## src/rtl/sc_lanetick_scheduler.sv

```systemverilog
// ---------------------------------------------------------------------------
// sc_lanetick_scheduler
//
// Generates lane-movement events for the Frogger playfield and shares the
// single matrix-shift port among all lanes. A common prescaler produces a
// base tick; each lane has its own period counter whose period shrinks with
// the current level. Expired lanes raise a pending flag, and a round-robin
// arbiter issues them one at a time to the matrix datapath.
//
// Optional build macro: SC_LANETICKSCHEDULER_PAUSE_EN
//   Defined   : adds SC_LANETICKSCHEDULER_Pause_InLow; while it is low the
//               prescaler and lane counters freeze (no ticks), while pending
//               flags, the handshake and level strobes carry on normally.
//   Undefined : no pause port, counting is never paused.
//
// Ports
//   SC_LANETICKSCHEDULER_CLOCK_50          in   system clock
//   SC_LANETICKSCHEDULER_RESET_InLow       in   synchronous active-low reset
//   SC_LANETICKSCHEDULER_SpeedClear_InLow  in   low: clear timing state, force IDLE
//   SC_LANETICKSCHEDULER_LevelUp_InLow     in   strobe: level+1 (saturating)
//   SC_LANETICKSCHEDULER_LevelClear_InLow  in   strobe: level := 0 (wins over LevelUp)
//   SC_LANETICKSCHEDULER_ShiftReady_InHigh in   matrix port accepts a shift
//   SC_LANETICKSCHEDULER_Pause_InLow       in   (PAUSE_EN builds only)
//   SC_LANETICKSCHEDULER_ShiftValid_OutHigh out shift request valid
//   SC_LANETICKSCHEDULER_ShiftLane_OutBUS  out  lane index of the request
//   SC_LANETICKSCHEDULER_Level_OutBUS      out  current level
//   SC_LANETICKSCHEDULER_Pending_OutBUS    out  pending-request flags
//   SC_LANETICKSCHEDULER_Overrun_OutBUS    out  sticky per-lane overrun flags
//   o_dbg_state                            out  arbiter FSM state (0 IDLE, 1 RUN, 2 GRANT)
//
// Handshake: a shift transfers in any cycle where ShiftValid and ShiftReady
// are both high. Once ShiftValid rises, ShiftLane is held stable until the
// transfer; the only way a raised request is withdrawn is SpeedClear going
// low, which drops ShiftValid on the next edge.
// ---------------------------------------------------------------------------
module sc_lanetick_scheduler #(
    parameter int LANES          = 4,
    parameter int PRESCALE_COUNT = 500000,
    parameter int PERIOD_BASE    = 40,
    parameter int LANE_OFFSET    = 6,
    parameter int PERIOD_STEP    = 4,
    parameter int PERIOD_MIN     = 4,
    parameter int LEVEL_MAX      = 7
) (
    input  logic             SC_LANETICKSCHEDULER_CLOCK_50,
    input  logic             SC_LANETICKSCHEDULER_RESET_InLow,
    input  logic             SC_LANETICKSCHEDULER_SpeedClear_InLow,
    input  logic             SC_LANETICKSCHEDULER_LevelUp_InLow,
    input  logic             SC_LANETICKSCHEDULER_LevelClear_InLow,
    input  logic             SC_LANETICKSCHEDULER_ShiftReady_InHigh,
`ifdef SC_LANETICKSCHEDULER_PAUSE_EN
    input  logic             SC_LANETICKSCHEDULER_Pause_InLow,
`endif
    output logic             SC_LANETICKSCHEDULER_ShiftValid_OutHigh,
    output logic [2:0]       SC_LANETICKSCHEDULER_ShiftLane_OutBUS,
    output logic [2:0]       SC_LANETICKSCHEDULER_Level_OutBUS,
    output logic [LANES-1:0] SC_LANETICKSCHEDULER_Pending_OutBUS,
    output logic [LANES-1:0] SC_LANETICKSCHEDULER_Overrun_OutBUS,
    output logic [1:0]       o_dbg_state
);

    localparam int PS_W = (PRESCALE_COUNT > 1) ? $clog2(PRESCALE_COUNT) : 1;
    localparam int LW   = (LANES > 1) ? $clog2(LANES) : 1;

    typedef enum logic [1:0] {
        ST_IDLE  = 2'd0,
        ST_RUN   = 2'd1,
        ST_GRANT = 2'd2
    } state_t;

    logic                  w_clk;
    logic                  w_rst_n;
    logic                  w_sc_n;
    logic                  w_count_en;
    logic                  w_tick;
    logic                  w_hs;
    logic                  w_found;
    logic [2:0]            w_rr_idx;
    logic [LW-1:0]         v_try;
    logic [LANES-1:0]      w_expire;
    logic [LANES-1:0]      w_hs_clr;
    logic [LANES-1:0][9:0] w_raw;
    logic [LANES-1:0][9:0] w_period;
    state_t                w_state_next;

    logic [PS_W-1:0]       r_ps;
    logic [LANES-1:0][9:0] r_cnt;
    logic [LANES-1:0]      r_pending;
    logic [LANES-1:0]      r_overrun;
    logic [2:0]            r_level;
    logic [2:0]            r_lane;
    logic [2:0]            r_last;
    logic                  r_valid;
    state_t                r_state;

    assign w_clk   = SC_LANETICKSCHEDULER_CLOCK_50;
    assign w_rst_n = SC_LANETICKSCHEDULER_RESET_InLow;
    assign w_sc_n  = SC_LANETICKSCHEDULER_SpeedClear_InLow;

`ifdef SC_LANETICKSCHEDULER_PAUSE_EN
    assign w_count_en = w_sc_n & SC_LANETICKSCHEDULER_Pause_InLow;
`else
    assign w_count_en = w_sc_n;
`endif

    assign w_tick = w_count_en && (r_ps == PS_W'(PRESCALE_COUNT - 1));
    assign w_hs   = (r_state == ST_GRANT) && SC_LANETICKSCHEDULER_ShiftReady_InHigh;

    // Per-lane period in 10-bit two's complement; anything below the floor
    // (including negative results at high levels) is clamped to PERIOD_MIN.
    always_comb begin
        w_raw    = '0;
        w_period = '0;
        w_expire = '0;
        w_hs_clr = '0;
        for (int i = 0; i < LANES; i++) begin
            w_raw[i] = 10'(PERIOD_BASE + i * LANE_OFFSET) - 10'(PERIOD_STEP) * {7'd0, r_level};
            if ($signed(w_raw[i]) < $signed(10'(PERIOD_MIN)))
                w_period[i] = 10'(PERIOD_MIN);
            else
                w_period[i] = w_raw[i];
            // >= rather than == so a period shortened mid-count still expires
            w_expire[i] = w_tick && (r_cnt[i] >= w_period[i] - 10'd1);
            w_hs_clr[i] = w_hs && (r_lane == 3'(i));
        end
    end

    // Round-robin: first pending lane after the last granted one, wrapping.
    always_comb begin
        w_found  = 1'b0;
        w_rr_idx = 3'd0;
        v_try    = '0;
        for (int k = 1; k <= LANES; k++) begin
            v_try = LW'((int'(r_last) + k) % LANES);
            if (!w_found && r_pending[v_try]) begin
                w_found  = 1'b1;
                w_rr_idx = 3'(v_try);
            end
        end
    end

    always_comb begin
        w_state_next = r_state;
        case (r_state)
            ST_IDLE:  w_state_next = ST_RUN;
            ST_RUN:   if (w_found) w_state_next = ST_GRANT;
            ST_GRANT: if (SC_LANETICKSCHEDULER_ShiftReady_InHigh) w_state_next = ST_RUN;
            default:  w_state_next = ST_IDLE;
        endcase
        if (!w_sc_n)
            w_state_next = ST_IDLE;
    end

    always_ff @(posedge w_clk) begin
        if (!w_rst_n) begin
            r_state <= ST_IDLE;
            r_valid <= 1'b0;
        end else begin
            r_state <= w_state_next;
            r_valid <= (w_state_next == ST_GRANT);
        end
    end

    always_ff @(posedge w_clk) begin
        if (!w_rst_n) begin
            r_lane <= 3'd0;
            r_last <= 3'(LANES - 1);
        end else begin
            if (r_state == ST_RUN && w_found && w_sc_n)
                r_lane <= w_rr_idx;
            if (w_hs)
                r_last <= r_lane;
        end
    end

    always_ff @(posedge w_clk) begin
        if (!w_rst_n || !w_sc_n) begin
            r_ps      <= '0;
            r_cnt     <= '0;
            r_pending <= '0;
            r_overrun <= '0;
        end else begin
            if (w_count_en)
                r_ps <= w_tick ? '0 : r_ps + PS_W'(1);
            if (w_tick) begin
                for (int i = 0; i < LANES; i++)
                    r_cnt[i] <= w_expire[i] ? 10'd0 : r_cnt[i] + 10'd1;
            end
            // A same-cycle grant and expiry leaves the lane pending without overrun.
            r_pending <= (r_pending & ~w_hs_clr) | w_expire;
            r_overrun <= r_overrun | (w_expire & r_pending & ~w_hs_clr);
        end
    end

    always_ff @(posedge w_clk) begin
        if (!w_rst_n)
            r_level <= 3'd0;
        else if (!SC_LANETICKSCHEDULER_LevelClear_InLow)
            r_level <= 3'd0;
        else if (!SC_LANETICKSCHEDULER_LevelUp_InLow && (r_level < 3'(LEVEL_MAX)))
            r_level <= r_level + 3'd1;
    end

    assign SC_LANETICKSCHEDULER_ShiftValid_OutHigh = r_valid;
    assign SC_LANETICKSCHEDULER_ShiftLane_OutBUS   = r_lane;
    assign SC_LANETICKSCHEDULER_Level_OutBUS       = r_level;
    assign SC_LANETICKSCHEDULER_Pending_OutBUS     = r_pending;
    assign SC_LANETICKSCHEDULER_Overrun_OutBUS     = r_overrun;
    assign o_dbg_state                             = r_state;

endmodule
```

## config.mk

```make
export PLATFORM = sky130hd
export DESIGN_NAME = sc_lanetick_scheduler
export DESIGN_NICKNAME = d
export VERILOG_FILES = /design/src/rtl/sc_lanetick_scheduler.sv
export SDC_FILE = /design/constraint.sdc
export NUM_CORES = 1
export LEC_CHECK = 0
export BUFFER_PORTS_ARGS = -buffer_cell sky130_fd_sc_hd__buf_2
export CELL_PAD_IN_SITES_DETAIL_PLACEMENT = 0
export CELL_PAD_IN_SITES_GLOBAL_PLACEMENT = 1
export CORE_MARGIN = 4
export CORE_UTILIZATION = 47
export DETAILED_ROUTE_END_ITERATION = 8
export PLACE_DENSITY = 0.83
export REMOVE_ABC_BUFFERS = 1
export SYNTH_ARGS = -nofsm -noshare
export SYNTH_HDL_FRONTEND = slang
export SYNTH_SLANG_ARGS = --single-unit
export TNS_END_PERCENT = 10
```

## constraint.sdc

```tcl
create_clock -name SC_LANETICKSCHEDULER_CLOCK_50 -period 4 [get_ports SC_LANETICKSCHEDULER_CLOCK_50]
set_input_delay 0.4 -clock SC_LANETICKSCHEDULER_CLOCK_50 [delete_from_list [all_inputs] [get_ports SC_LANETICKSCHEDULER_CLOCK_50]]
set_output_delay 0.4 -clock SC_LANETICKSCHEDULER_CLOCK_50 [all_outputs]
set_load 0.03 [all_outputs]
```

==> impl_results.md, run 1 <==
- Critical Path Sink: r_cnt[8]$_SDFFE_PP0P_
- Crit path capture type: register
- Commonest cells in the netlist: 77 x dfxtp_1, 56 x nor2_1, 50 x ha_1
- Most used DFF post-synth: dfxtp_1
- Worst path cell trace: clkinv_1 -> ha_1 -> o41ai_1 -> mux2_2 -> ha_1 -> o211ai_1 -> o211ai_1 -> a221o_1 -> a21o_1 -> a21oi_1
- Clk Latency, worst-skew pair: 0.35 ns
- Top cell type's share of synthesized area: 34.9%
- CP max stage delay: 0.50 ns
- Layout area overhead: 9.10%
- Setup Buffers After CTS: 0
- Stages on the worst setup path: 10
- Fin crit period: 3.17 ns
- DR DRC count: 0
- Final Max Tran Viols: 0
- Final nets: 596
- Clock slew at reported path FFs: 0.09 ns
- # setup viols final: 0
- Final instance area: 4820 um2
- Vias in the first global route: 3,556
- Final Skew: 0.0142 ns
- Total grt overflow: 0
- # resized after CTS: 0
- Post-route clock period utilization: 79.3%
- Routed WL per cell: 14.3 um
- Syn avg cell area: 8.64 um2
- Post-synth top area cell: dfxtp_1
- CP Max Fanout: 10
- CTS Buffer Depth: 2
- First-pass GRT wire length: 16.7 mm
- Synth cell types: 51
- Largest net degree at the start of global routing: 18
- Count leader, synth: dfxtp_1
- Layout cells sized above 1: 9.72%
- Number of synthesized flops with an enable pin: 0
- Slew @ Worst Pin: 0.601 ns
- Initial Util: 48.0%
- RSZ-0062 raised after global routing: false
- Global placer's final weighted congestion: 0.867
- Drt first pass iters: 4
- PD cells: 285 nW/um2
- Worst Setup Path Type: register to register
- Clock Tree Root: clkbuf_8
- Critical Path Slowest Stage Cell: dfxtp_1
- CTS tree: built
- Worst reg-to-reg setup slack: 0.83 ns
- Buffers & Inverters on Critical Path: 1
- Setup TNS Final: 0 ns
- Worst Hold Class: primary input to register
- Cell family with most CP delay: compound AO/OA/AOI/OAI gates
- Core area: 9200 um2
- Hpwl dp: 6.91 mm
- Die X: 105 um
- Mapped Area: 4420 um2
- Mapped Cells: 511
- Vias per std cell: 5.50
- CP Launch Type: register
- Final Hold Vio Count: 0
- Dominant cells by area after synthesis: dfxtp_1 35%, ha_1 14%, xnor2_1 5.6%
- Hold Buf Count CTS: 0
- TritonCTS Buffers: 9
- Vias: 3,609
- # clock sinks: 77
- Overall routing resource usage: 18.2%
- Chip height: 105 um
- WHS: 0.292 ns
- Post-route ant nets: 0
- Synth Warn #: 0
- Leak: 1.90 nW
- Post-synth ARST share: 0%
- Crit. Startpoint: SC_LANETICKSCHEDULER_Level_OutBUS[0]$_SDFFE_PN0P_
- Fmax: 315 MHz
- Die ar.: 11,000 um2
- Antenna diodes: 0
- Peak VDD IR: 0.000144 V
- WL final: 9.41 mm
- Req. time, crit path: 4.28 ns
- Depth of the CTS H-tree: 3
- I/O pins: 23
- DR iter-0 viols: 133
- Max-cap viol count: 0
- Outcome: completed
- Worst R2R Start: SC_LANETICKSCHEDULER_Level_OutBUS[0]$_SDFFE_PN0P_
- Dpl cell area: 4630 um2
- RR Endpoint: r_cnt[8]$_SDFFE_PP0P_
- Antenna violations before repair: 0
- CP Data Arrival Time: 3.45 ns
- Register bit total from synthesis: 77
- Port bufs: 21
- Std cell rows: 35
- R2R cell count: 10
- Post-synthesis sequential area ratio: 34.9%
- Headroom to the max-slew limit: 59.8%
metal layers:
layer	up-vias	part of all wire, %	global-route usage, %
met1	1686	48	23.3
met2	43	48	31.2
met3	11	3.0	2.90
met4	0	1.1	6.19
met5	-	0	0
li1	1869	-	-
kinds of logic after synthesis:
| group | synth area share [%] |
|---|---|
| other | 0.170 |
| muxes | 0.482 |
| buffers and inverters | 3.80 |
| AOI/OAI and AO/OA | 12.9 |
| xor gates and xnor gates | 9.12 |
| and+or+nand+nor | 24.5 |
| adders and majority gates | 14.2 |
| DFF | 34.9 |
cells in the final DEF (no fill, tap or decap), drive strengths merged, types with 2 or more instances in the layout:
| master | Yosys | final |
|---|---|---|
| nand3b | 4 | 4 |
| nor3 | 11 | 11 |
| and4 | 6 | 6 |
| conb | 2 | 12 |
| nand2b | 2 | 2 |
| nor2b | 6 | 6 |
| nor4 | 6 | 6 |
| and2 | 7 | 7 |
| nand2 | 44 | 44 |
| and3 | 10 | 10 |
| ha | 50 | 50 |
| clkbuf | 6 | 9 |
| clkinv | 1 | 5 |
| a21oi | 31 | 31 |
| o211ai | 8 | 8 |
| nor2 | 57 | 57 |
| nand4 | 15 | 15 |
| or3 | 9 | 9 |
| dfxtp | 77 | 77 |
| o21ai | 17 | 17 |
| a211oi | 7 | 7 |
| o21a | 4 | 4 |
| or4 | 4 | 4 |
| xnor2 | 28 | 28 |
| a21o | 4 | 4 |
| buf | 12 | 26 |
| xor2 | 18 | 18 |
| nand3 | 26 | 26 |
| o41ai | 2 | 2 |
| inv | 17 | 19 |
| a221o | 2 | 2 |
| o31ai | 6 | 6 |
through the flow:
stage | util, % | worst slack (ns) | cells | total power [W]
6_report | 52.4 | 0.827 | 656 | 0.00138
5_1_grt | 52.4 | 0.518 | 656 | 0.00143
4_1_cts | 52.4 | 0.838 | 656 | 0.00139
3_5_place_dp | 50.4 | 0.842 | 640 | 0.000845
3_3_place_gp | 50.4 | 1.01 | 640 | 0.000843
2_1_floorplan | - | 0.940 | 503 | 0.000826
power by group:
group / internal [W] / total [W] / switching (W)
sequential: 0.000768 / 0.000772 / 0.00000353
combinational: 0.0000174 / 0.0000548 / 0.0000374
clock: 0.000234 / 0.000549 / 0.000315
flip-flops by register name, summed over array words and instances (netlist names):
name                                     cells
o_dbg_state                                  2
SC_LANETICKSCHEDULER_Overrun_OutBUS          4
r_ps                                        19
SC_LANETICKSCHEDULER_ShiftLane_OutBUS        2
SC_LANETICKSCHEDULER_Level_OutBUS            3
r_last                                       2
r_cnt                                       40
SC_LANETICKSCHEDULER_Pending_OutBUS          4
SC_LANETICKSCHEDULER_ShiftValid_OutHigh      1
layout make-up:
class,count,area [um2]
clock buffers,9,124
fillers,898,4380
well taps,111,139
repair buffers,26,143
inverters,18,67.6
flip-flops and latches,77,1540
multi-input cells,408,2740
clock inverters,7,58.8
how the worst min path moves through the flow:
stage / start / end / slack, ns / depth (start not counted)
global placement: r_ps[0]$_SDFFE_PP0P_ / r_ps[0]$_SDFFE_PP0P_ / 0.42 / 1
CTS: SC_LANETICKSCHEDULER_LevelUp_InLow / SC_LANETICKSCHEDULER_Level_OutBUS[0]$_SDFFE_PN0P_ / 0.28 / 2
detailed placement: r_ps[0]$_SDFFE_PP0P_ / r_ps[0]$_SDFFE_PP0P_ / 0.44 / 1
global route: SC_LANETICKSCHEDULER_RESET_InLow / r_last[1]$_SDFFE_PN1P_ / 0.29 / 2
floorplan: r_ps[0]$_SDFFE_PP0P_ / r_ps[0]$_SDFFE_PP0P_ / 0.41 / 1
finish: SC_LANETICKSCHEDULER_RESET_InLow / r_last[1]$_SDFFE_PN1P_ / 0.29 / 2
worst register-to-register path: cells and delay by family, from the launching register on:
family | cells | cell delay [ns]
AO/OA/AOI/OAI | 6 | 1.50
buffers and inverters | 1 | 0.27
adder cells (fa/ha/maj) | 2 | 0.61
multiplexers | 1 | 0.24
flip-flops | 1 | 0.50
No activity file was read; power rests on OpenSTA's default activity.
==> run 2, diff against run 1 <==
clock period = 3.25 ns   (was 4 ns; I/O delays follow)
==> run 2 against run 1 <==
  * Routed wire length shrank 0.39%
  * Critical path depth grew 2
  * Flip-flop and latch count is the same
  * Global-route usage shrank 0.39 points
  * Non-clock buffer count grew 3
  * First-iteration DRC count grew 27%
  * Via count shrank 0.19%
  * Cell count grew 0.46%
  * Clock skew grew 0.0044 ns
  * Sequential power grew 23%
  * Largest cell class unchanged
==> impl_results.md, run 2 (same netlist as run 1, synthesis figures left out) <==
- Setup ws final: 0.334 ns
- DR DRC count: 0
- Vias: 3,602
- Worst Setup Path Type: register to register
- Drt first pass iters: 4
- Buffers & Inverters on Critical Path: 1
- Biggest register: r_cnt
- Std cell rows: 35
- Final nets: 599
- Clock slew at reported path FFs: 0.10 ns
- Headroom to the max-slew limit: 61.1%
- Power, Total: 0.00178 W
- DR iter-0 viols: 169
- Outcome: completed
- Clock Tree Root: clkbuf_8
- Setup Buffers After CTS: 0
- Chip height: 105 um
- Port bufs: 21
- CTS Buffer Depth: 2
- CP Launch Type: register
- RSZ-0062 raised after global routing: false
- Crit path capture type: register
- TritonCTS Buffers: 9
- Leak: 1.92 nW
- CP Data Arrival Time: 3.20 ns
- Routed WL per cell: 14.2 um
- Number of flip-flops in the largest register: 40
- Worst R2R Start: SC_LANETICKSCHEDULER_Level_OutBUS[1]$_SDFFE_PN0P_
- Final Max Tran Viols: 0
- Layout cells sized above 1: 10.8%
- Setup TNS Final: 0 ns
- # resized after CTS: 0
- Die ar.: 11,000 um2
- Top flop regs: r_cnt x40, r_ps x19
- WL final: 9.37 mm
- Depth of the CTS H-tree: 3
- Hold Buf Count CTS: 0
- Cell family with most CP delay: compound AO/OA/AOI/OAI gates
- Clk Latency, worst-skew pair: 0.36 ns
- I/O pins: 23
- Worst Hold Class: primary input to register
- Vias in the first global route: 3,395
- Slew @ Worst Pin: 0.582 ns
- Max-cap viol count: 0
- Final Skew: 0.0186 ns
- Overall routing resource usage: 17.8%
- Antenna violations before repair: 0
- Largest net degree at the start of global routing: 18
- Initial Util: 48.0%
- FILL cells: 864
- Req. time, crit path: 3.53 ns
- Commonest non-fill, non-tap cell in the layout: dfxtp_1
- CP Max Fanout: 10
- Final Hold Vio Count: 0
- CP max stage delay: 0.44 ns
- RR Endpoint: r_cnt[21]$_SDFFE_PP0P_
- Critical Path Slowest Stage Cell: dfxtp_2
- Worst reg-to-reg setup slack: 0.33 ns
- WHS: 0.167 ns
- Peak VDD IR: 0.000162 V
- First-pass GRT wire length: 16.2 mm
- Most frequent cells in the layout: 75 x dfxtp_1, 56 x nor2_1, 50 x ha_1
- Die X: 105 um
- Worst Hold Path Cells: 2
- PD cells: 365 nW/um2
- Post-placement setup slack: 0.180 ns
- # setup viols final: 0
- Stages on the worst setup path: 12
- Reg area: 1540 um2
- Worst path cell trace: inv_1 -> ha_1 -> a21oi_1 -> nand2b_1 -> ha_1 -> o211ai_1 -> ha_1 -> o21ai_0 -> a21oi_1 -> a221o_1 -> a21o_2 -> a21oi_1
- Post-layout util: 52.9%
- Global placer's final weighted congestion: 0.800
- Post-route ant nets: 0
- R2R cell count: 12
- Critical Path Sink: r_cnt[21]$_SDFFE_PP0P_
- CTS tree: built
- Hpwl dp: 6.97 mm
- Multi-input logic area: 2750 um2
- Antenna diodes: 0
- Post-route clock period utilization: 89.7%
- Vias per std cell: 5.47
- Core area: 9200 um2
- Fmax: 343 MHz
- Fin crit period: 2.92 ns
- # clock sinks: 77
- Total grt overflow: 0
- Layout area overhead: 10.2%
- Crit. Startpoint: SC_LANETICKSCHEDULER_Level_OutBUS[1]$_SDFFE_PN0P_
run 2: cell count changes in the layout (fill, tap and decap cells not counted), sizes merged:
cell and change:
clkinv -2, buf +3, inv +1, bufinv +1
run 2: how the worst min path moves through the flow:
| stage | startpoint | endpoint |
|---|---|---|
| finish | SC_LANETICKSCHEDULER_LevelUp_InLow | SC_LANETICKSCHEDULER_Level_OutBUS[0]$_SDFFE_PN0P_ |
| CTS | SC_LANETICKSCHEDULER_LevelUp_InLow | SC_LANETICKSCHEDULER_Level_OutBUS[0]$_SDFFE_PN0P_ |
| global route | SC_LANETICKSCHEDULER_LevelUp_InLow | SC_LANETICKSCHEDULER_Level_OutBUS[0]$_SDFFE_PN0P_ |
| floorplan | SC_LANETICKSCHEDULER_RESET_InLow | r_last[1]$_SDFFE_PN1P_ |
| global placement | r_ps[0]$_SDFFE_PP0P_ | r_ps[0]$_SDFFE_PP0P_ |
| detailed placement | r_ps[0]$_SDFFE_PP0P_ | r_ps[0]$_SDFFE_PP0P_ |
run 2: final cells by class:
cell class / instances / share of cell area (%)
clock buffer: 9 / 2.55
inverter: 18 / 1.39
tap: 111 / 2.85
sequential: 77 / 31.7
clock inverter: 7 / 1.65
timing repair buffer: 29 / 3.39
multi-input combinational: 408 / 56.4
run 2: worst reg2reg max path: stages, from the launching register on:
cell	delay, ns
dfxtp_2	0.44
inv_1	0.13
ha_1	0.22
a21oi_1	0.22
nand2b_1	0.14
ha_1	0.18
o211ai_1	0.13
ha_1	0.30
o21ai_0	0.19
a21oi_1	0.09
a221o_1	0.35
a21o_2	0.30
a21oi_1	0.13
run 2: power breakdown:
part / switching, W / internal [W]
registers: 0.00000434 / 0.000946
logic: 0.0000449 / 0.0000221
clock network: 0.000394 / 0.000365
total: 0.000443 / 0.00133
run 2: metrics by stage:
step	instances	area [um2]
after floorplan	503	4350
after global placement	643	4660
after detailed placement	643	4660
after CTS	659	4860
after global routing	659	4870
final	659	4870
run 2: layer usage:
layer  track usage (%)  part of all wire (%)  vias to the layer above
met5                 0                     0                        -
met2              28.6                    46                       66
met4              6.37                   1.9                        0
met1              24.1                    48                     1652
li1                  -                     -                     1870
met3              3.03                   3.9                       14
